File: src/rtl/lieat_axi_arbiter.sv
`default_nettype none
// ============================================================================
// Module   : lieat_axi_arbiter
// Brief    : Merges the IFU read port and the LSU read/write port onto one
//            single-beat AXI4 master; round-robin read grant, owner-routed
//            responses, one outstanding read and one outstanding write.
// Revision : 1.0 - initial release
// ============================================================================
module lieat_axi_arbiter #(
    parameter logic [3:0] IFU_ID = 4'd0,
    parameter logic [3:0] LSU_ID = 4'd1
) (
    input  logic        clk,
    input  logic        rstn,
    // IFU read port
    input  logic        ifu_arvalid,
    output logic        ifu_arready,
    input  logic [31:0] ifu_araddr,
    output logic        ifu_rvalid,
    input  logic        ifu_rready,
    output logic [31:0] ifu_rdata,
    output logic [1:0]  ifu_rresp,
    // LSU read port
    input  logic        lsu_arvalid,
    output logic        lsu_arready,
    input  logic [31:0] lsu_araddr,
    input  logic [2:0]  lsu_arsize,
    output logic        lsu_rvalid,
    input  logic        lsu_rready,
    output logic [31:0] lsu_rdata,
    output logic [1:0]  lsu_rresp,
    // LSU write port
    input  logic        lsu_awvalid,
    output logic        lsu_awready,
    input  logic [31:0] lsu_awaddr,
    input  logic [2:0]  lsu_awsize,
    input  logic        lsu_wvalid,
    output logic        lsu_wready,
    input  logic [31:0] lsu_wdata,
    input  logic [3:0]  lsu_wstrb,
    output logic        lsu_bvalid,
    input  logic        lsu_bready,
    output logic [1:0]  lsu_bresp,
    // AXI4 master
    input  logic        io_master_awready,
    output logic        io_master_awvalid,
    output logic [31:0] io_master_awaddr,
    output logic [3:0]  io_master_awid,
    output logic [7:0]  io_master_awlen,
    output logic [2:0]  io_master_awsize,
    output logic [1:0]  io_master_awburst,
    input  logic        io_master_wready,
    output logic        io_master_wvalid,
    output logic [31:0] io_master_wdata,
    output logic [7:0]  io_master_wstrb,
    output logic        io_master_wlast,
    output logic        io_master_bready,
    input  logic        io_master_bvalid,
    input  logic [1:0]  io_master_bresp,
    input  logic [3:0]  io_master_bid,
    input  logic        io_master_arready,
    output logic        io_master_arvalid,
    output logic [31:0] io_master_araddr,
    output logic [3:0]  io_master_arid,
    output logic [7:0]  io_master_arlen,
    output logic [2:0]  io_master_arsize,
    output logic [1:0]  io_master_arburst,
    output logic        io_master_rready,
    input  logic        io_master_rvalid,
    input  logic [1:0]  io_master_rresp,
    input  logic [31:0] io_master_rdata,
    input  logic        io_master_rlast,
    input  logic [3:0]  io_master_rid
);

    localparam logic [1:0] R_IDLE = 2'd0;
    localparam logic [1:0] R_ADDR = 2'd1;
    localparam logic [1:0] R_DATA = 2'd2;
    localparam logic [1:0] W_IDLE = 2'd0;
    localparam logic [1:0] W_REQ  = 2'd1;
    localparam logic [1:0] W_RESP = 2'd2;

    logic [1:0]  r_rd_state, w_rd_next;
    logic [1:0]  r_wr_state, w_wr_next;
    logic        r_rd_owner;
    logic        r_rr_last;
    logic        r_aw_done, r_w_done;

    logic        r_arvalid;
    logic [31:0] r_araddr;
    logic [3:0]  r_arid;
    logic [7:0]  r_arlen;
    logic [2:0]  r_arsize;
    logic [1:0]  r_arburst;

    logic        r_awvalid;
    logic [31:0] r_awaddr;
    logic [3:0]  r_awid;
    logic [7:0]  r_awlen;
    logic [2:0]  r_awsize;
    logic [1:0]  r_awburst;
    logic        r_wvalid;
    logic [31:0] r_wdata;
    logic [3:0]  r_wstrb;
    logic        r_wlast;

    logic w_lsu_rd_ok, w_grant_ifu, w_grant_lsu, w_wr_go;
    logic w_lsu_rd_busy, w_aw_fin, w_w_fin;
    logic w_unused;

    // An LSU read may not overlap an LSU write in either direction.
    assign w_lsu_rd_busy = r_rd_owner & (r_rd_state != R_IDLE);
    assign w_lsu_rd_ok   = lsu_arvalid & (r_wr_state == W_IDLE);
    assign w_grant_ifu   = (r_rd_state == R_IDLE) & ifu_arvalid & (~w_lsu_rd_ok | r_rr_last);
    assign w_grant_lsu   = (r_rd_state == R_IDLE) & w_lsu_rd_ok & ~w_grant_ifu;
    assign w_wr_go       = (r_wr_state == W_IDLE) & lsu_awvalid & lsu_wvalid
                           & ~w_lsu_rd_busy & ~w_grant_lsu;

    assign w_aw_fin = r_aw_done | (r_awvalid & io_master_awready);
    assign w_w_fin  = r_w_done  | (r_wvalid  & io_master_wready);

    assign ifu_arready = rstn & w_grant_ifu;
    assign lsu_arready = rstn & w_grant_lsu;
    assign lsu_awready = rstn & w_wr_go;
    assign lsu_wready  = rstn & w_wr_go;

    assign ifu_rvalid       = (r_rd_state == R_DATA) & ~r_rd_owner & io_master_rvalid;
    assign lsu_rvalid       = (r_rd_state == R_DATA) &  r_rd_owner & io_master_rvalid;
    assign io_master_rready = (r_rd_state == R_DATA) & (r_rd_owner ? lsu_rready : ifu_rready);
    assign ifu_rdata        = io_master_rdata;
    assign ifu_rresp        = io_master_rresp;
    assign lsu_rdata        = io_master_rdata;
    assign lsu_rresp        = io_master_rresp;

    assign lsu_bvalid       = (r_wr_state == W_RESP) & io_master_bvalid;
    assign io_master_bready = (r_wr_state == W_RESP) & lsu_bready;
    assign lsu_bresp        = io_master_bresp;

    assign io_master_arvalid = r_arvalid;
    assign io_master_araddr  = r_araddr;
    assign io_master_arid    = r_arid;
    assign io_master_arlen   = r_arlen;
    assign io_master_arsize  = r_arsize;
    assign io_master_arburst = r_arburst;
    assign io_master_awvalid = r_awvalid;
    assign io_master_awaddr  = r_awaddr;
    assign io_master_awid    = r_awid;
    assign io_master_awlen   = r_awlen;
    assign io_master_awsize  = r_awsize;
    assign io_master_awburst = r_awburst;
    assign io_master_wvalid  = r_wvalid;
    assign io_master_wdata   = r_wdata;
    assign io_master_wstrb   = {4'b0000, r_wstrb};
    assign io_master_wlast   = r_wlast;

    // Response ids are not checked: single outstanding access per direction.
    assign w_unused = ^{io_master_bid, io_master_rid};

    always_ff @(posedge clk) begin
        if (!rstn) begin
            r_rd_state <= R_IDLE;
            r_wr_state <= W_IDLE;
        end else begin
            r_rd_state <= w_rd_next;
            r_wr_state <= w_wr_next;
        end
    end

    always_comb begin
        w_rd_next = r_rd_state;
        case (r_rd_state)
            R_IDLE:  if (w_grant_ifu | w_grant_lsu) w_rd_next = R_ADDR;
            R_ADDR:  if (io_master_arready) w_rd_next = R_DATA;
            R_DATA:  if (io_master_rvalid & io_master_rready & io_master_rlast) w_rd_next = R_IDLE;
            default: w_rd_next = R_IDLE;
        endcase
    end

    always_comb begin
        w_wr_next = r_wr_state;
        case (r_wr_state)
            W_IDLE:  if (w_wr_go) w_wr_next = W_REQ;
            W_REQ:   if (w_aw_fin & w_w_fin) w_wr_next = W_RESP;
            W_RESP:  if (io_master_bvalid & lsu_bready) w_wr_next = W_IDLE;
            default: w_wr_next = W_IDLE;
        endcase
    end

    always_ff @(posedge clk) begin
        if (!rstn) begin
            r_rd_owner <= 1'b0;
            r_rr_last  <= 1'b1;
            r_arvalid  <= 1'b0;
            r_araddr   <= '0;
            r_arid     <= '0;
            r_arlen    <= '0;
            r_arsize   <= '0;
            r_arburst  <= '0;
        end else if (w_grant_ifu | w_grant_lsu) begin
            r_rd_owner <= w_grant_lsu;
            r_rr_last  <= w_grant_lsu;
            r_arvalid  <= 1'b1;
            r_araddr   <= w_grant_lsu ? lsu_araddr : ifu_araddr;
            r_arid     <= w_grant_lsu ? LSU_ID : IFU_ID;
            r_arlen    <= 8'd0;
            r_arsize   <= w_grant_lsu ? lsu_arsize : 3'b010;
            r_arburst  <= 2'b01;
        end else if (r_arvalid & io_master_arready) begin
            r_arvalid  <= 1'b0;
        end
    end

    always_ff @(posedge clk) begin
        if (!rstn) begin
            r_awvalid <= 1'b0;
            r_wvalid  <= 1'b0;
            r_aw_done <= 1'b0;
            r_w_done  <= 1'b0;
            r_awaddr  <= '0;
            r_awid    <= '0;
            r_awlen   <= '0;
            r_awsize  <= '0;
            r_awburst <= '0;
            r_wdata   <= '0;
            r_wstrb   <= '0;
            r_wlast   <= 1'b0;
        end else if (w_wr_go) begin
            r_awvalid <= 1'b1;
            r_wvalid  <= 1'b1;
            r_aw_done <= 1'b0;
            r_w_done  <= 1'b0;
            r_awaddr  <= lsu_awaddr;
            r_awid    <= LSU_ID;
            r_awlen   <= 8'd0;
            r_awsize  <= lsu_awsize;
            r_awburst <= 2'b01;
            r_wdata   <= lsu_wdata;
            r_wstrb   <= lsu_wstrb;
            r_wlast   <= 1'b1;
        end else if (r_wr_state == W_REQ) begin
            // AW and W channels complete independently.
            if (r_awvalid & io_master_awready) begin
                r_awvalid <= 1'b0;
                r_aw_done <= 1'b1;
            end
            if (r_wvalid & io_master_wready) begin
                r_wvalid <= 1'b0;
                r_w_done <= 1'b1;
            end
        end
    end

endmodule
`default_nettype wire

File: config.mk
export PLATFORM = sky130hd
export DESIGN_NAME = lieat_axi_arbiter
export DESIGN_NICKNAME = d
export VERILOG_FILES = /design/src/rtl/lieat_axi_arbiter.sv
export SDC_FILE = /design/constraint.sdc
export NUM_CORES = 1
export LEC_CHECK = 0
export BUFFER_PORTS_ARGS = -buffer_cell sky130_fd_sc_hd__buf_2
export CAP_MARGIN = 5
export CELL_PAD_IN_SITES_DETAIL_PLACEMENT = 0
export CELL_PAD_IN_SITES_GLOBAL_PLACEMENT = 1
export CORE_AREA = 2 2 164 166
export DETAILED_ROUTE_END_ITERATION = 8
export DIE_AREA = 0 0 166 168
export GPL_ROUTABILITY_DRIVEN = 0
export GPL_TIMING_DRIVEN = 0
export PLACE_DENSITY_LB_ADDON = 0.08
export SYNTH_ARGS = -nofsm -noshare
export SYNTH_HDL_FRONTEND = slang
export SYNTH_SLANG_ARGS = --single-unit
File: constraint.sdc
create_clock -name clk -period 2.15 [get_ports clk]
set_input_delay 0.1075 -clock clk [delete_from_list [all_inputs] [get_ports clk]]
set_output_delay 0.1075 -clock clk [all_outputs]
set_load 0.02 [all_outputs]
==> results by group <==
Detailed routing
  • Detailed-route via count: 5480
  • Initial drt markers: 158
  • Routed len/inst: 13.8 microns
  • DRT Pass-1 Iters: 4
  • Final wirelength: 19400 microns
  • ANT nets after route: 0
  • Vias/cell: 3.89
  • Remaining routing DRC violations: 0

Worst setup path
  • Setup CP Type: flop to output port
  • Worst setup SP type: flop
  • Worst Setup End Kind: output port
  • Slowest CP cell: dfxtp_1
  • CP peak stage delay: 400 ps
  • Worst-path maximum fanout: 11
  • Worst EP required: 2040 ps
  • CP Cell Sequence: nand4bb_1, a211oi_4, and2_4, buf_4, buf_2
  • Data arrival, critical path: 1920 ps

Synth
  • Post-synth EDFFs: 0
  • Primary FF master, synth: dfxtp_1
  • Seq cells post-synth: 119
  • Cell area after synthesis: 5000 sq um
  • Synth cell types: 30
  • Async SR Flop Fraction: 0%
  • Register area share after synthesis: 47.6%
  • Synth Area per Inst: 9.66 sq um
  • Warnings from Yosys: 0
  • Post-synthesis cell count: 518

Layout
  • Share of cells above drive strength 1: 48.2%
  • Final Util: 35.3%
  • Most frequent cells in the layout: buf_2 (361), dlygate4sd3_1 (141), dfxtp_1 (119)
  • Final #Nets: 1249
  • Layout area overhead: 85.7%
  • Most common cell after layout, fill and taps aside: buf_2

Clocking
  • Root Buffer: clkbuf_16
  • Worst-path clk slew: 60 ps
  • Clock buffer depth: 2
  • Htree depth: 4
  • Worst-skew pair later-pin latency: 420 ps
  • Clock sinks: 119
  • CTS tree: yes
  • Cts bufs inserted: 17

Die
  • CORE AREA: 26400 sq um
  • Initial Util: 19.0%
  • # rows: 60
  • Die height: 168 microns
  • Die area: 27900 sq um
  • Die X: 166 microns
  • IO Pins: 418

Place
  • Post-DP HPWL: 14400 microns
  • Port bufs: 345

Pwr
  • Maximum VDD drop: 439 uV
  • Cell Pwr Density: 760 nW/um^2
  • Pleak: 4.71 nW

Run
  • Max_cap viols: 0

Timing
  • Worst slew pin tran: 549 ps
  • Unrepaired setup endpoints after global routing: no
  • Worst Skew: 10.9 ps
  • Crit path time final: 2030 ps
  • Final hold violation count: 0
  • # setup viols final: 0
  • Rel. slew slack: 63.0%
  • FMAX: 493 MHz
  • Post-Route Setup TNS: 0 ps
  • Final Cycle Share: 94.3%
  • Slew Limit Fails: 0

GRT
  • Global-route wire length before repair: 30200 microns
  • Initial antenna violation count: 1
  • Largest net degree at the start of global routing: 17
  • Total gr overflow: 0
  • Number of global-route vias before repair: 5516
  • Total GRT Usage: 13.7%

Min path
  • Hold Path Class: primary input to flop

Run status
  • Status: finished, final reports clean
-- stage by stage --
step / worst slack [ps] / area [sq um] / power [W] / cells / hold slack [ps]
floorplan: 591 / 5100 / 0.00343 / 545 / 240
global placement: 234 / 7260 / 0.00401 / 1231 / 325
detailed placement: 224 / 7260 / 0.00399 / 1231 / 328
CTS: 15.6 / 9260 / 0.00719 / 1403 / 39.5
global route: 3.92 / 9290 / 0.00743 / 1406 / 82.2
finish: 123 / 9290 / 0.00706 / 1407 / 69.5
-- what timing repair did --
action | 4_1_cts | 5_1_grt
setup buffers | 0 | 3
setup endpoints to repair | 2 | 1
resized for setup | 1 | 0
hold endpoints to repair | 109 | 0
hold buffers | 141 | 0
cloned | 0 | 0
pin swaps | 1 | 1
-- synth_stat cells, types with 3 or more instances --
cell	instances	area (sq um)
a22o_1	71	622
nor2_1	3	11.3
buf_6	7	78.8
nor2b_1	10	62.6
buf_4	102	766
a21oi_1	6	30.0
buf_2	17	85.1
nand2_1	71	267
o21a_1	5	37.5
a31oi_1	34	213
clkbuf_1	11	41.3
dfxtp_1	119	2380
o21ai_0	35	175
a31o_2	3	26.3
-- power by group --
group | switching, W | internal, W | total (W)
clock | 0.00118 | 0.00174 | 0.00292
combinational | 0.000892 | 0.000756 | 0.00165
sequential | 0.0000980 | 0.00239 | 0.00249
-- worst paths after layout --
path / from / endpoint / slack, ps / cells after the start
setup / recovery: r_wr_state[0]$_SDFFE_PN0P_ / lsu_wready / 120 / 5
hold / removal: ifu_arvalid / r_rr_last$_SDFFE_PN1P_ / 70 / 3
setup reg to reg: r_wr_state[1]$_SDFFE_PN0P_ / io_master_awaddr[29]$_SDFFE_PN0P_ / 200 / 7
hold reg to reg: io_master_awaddr[31]$_SDFFE_PN0P_ / io_master_awaddr[31]$_SDFFE_PN0P_ / 470 / 1
-- worst max-delay path: cells and delay by family (launching register included) --
kind,cells,cell delay [ps]
compound gates,1,270
buf+inv,2,260
flops,1,400
simple gates,2,560
-- logic make-up after synthesis --
logic type | synth area share [%]
buf+inv | 19.5
other cells | 0.0750
mux | 0.400
compound gates | 23.5
flops | 47.6
simple gates | 8.95
-- cell type report --
| class | instances | area [sq um] |
|---|---|---|
| Fill cell | 2736 | 17100 |
| Antenna cell | 1 | 2.50 |
| Buffer | 136 | 966 |
| Clock buffer | 18 | 429 |
| Clock inverter | 14 | 164 |
| Sequential cell | 119 | 2380 |
| Inverter | 1 | 3.75 |
| Multi-Input combinational cell | 288 | 1750 |
| Tap cell | 341 | 427 |
| Timing Repair Buffer | 489 | 3160 |
-- flip-flops by register name, indices dropped and copies added, names as in the netlist --
register / flops
r_wstrb: 4
io_master_arburst: 1
io_master_arvalid: 1
r_rd_state: 2
r_w_done: 1
io_master_wvalid: 1
io_master_wlast: 1
io_master_awsize: 3
r_wr_state: 2
r_aw_done: 1
r_rd_owner: 1
io_master_arsize: 3
io_master_wdata: 32
io_master_awvalid: 1
io_master_araddr: 32
r_rr_last: 1
io_master_awaddr: 32
-- routing by layer --
| metal | GRT usage, % | part of all wire [%] | routed length, microns |
|---|---|---|---|
| met1 | 16.1 | 42 | 8180 |
| met2 | 22.9 | 47 | 9050 |
| met3 | 5.34 | 10 | 1970 |
| met4 | 4.54 | 1.2 | 225 |
| met5 | 0 | 0 | 0 |
No activity file was read; power rests on OpenSTA's default activity.
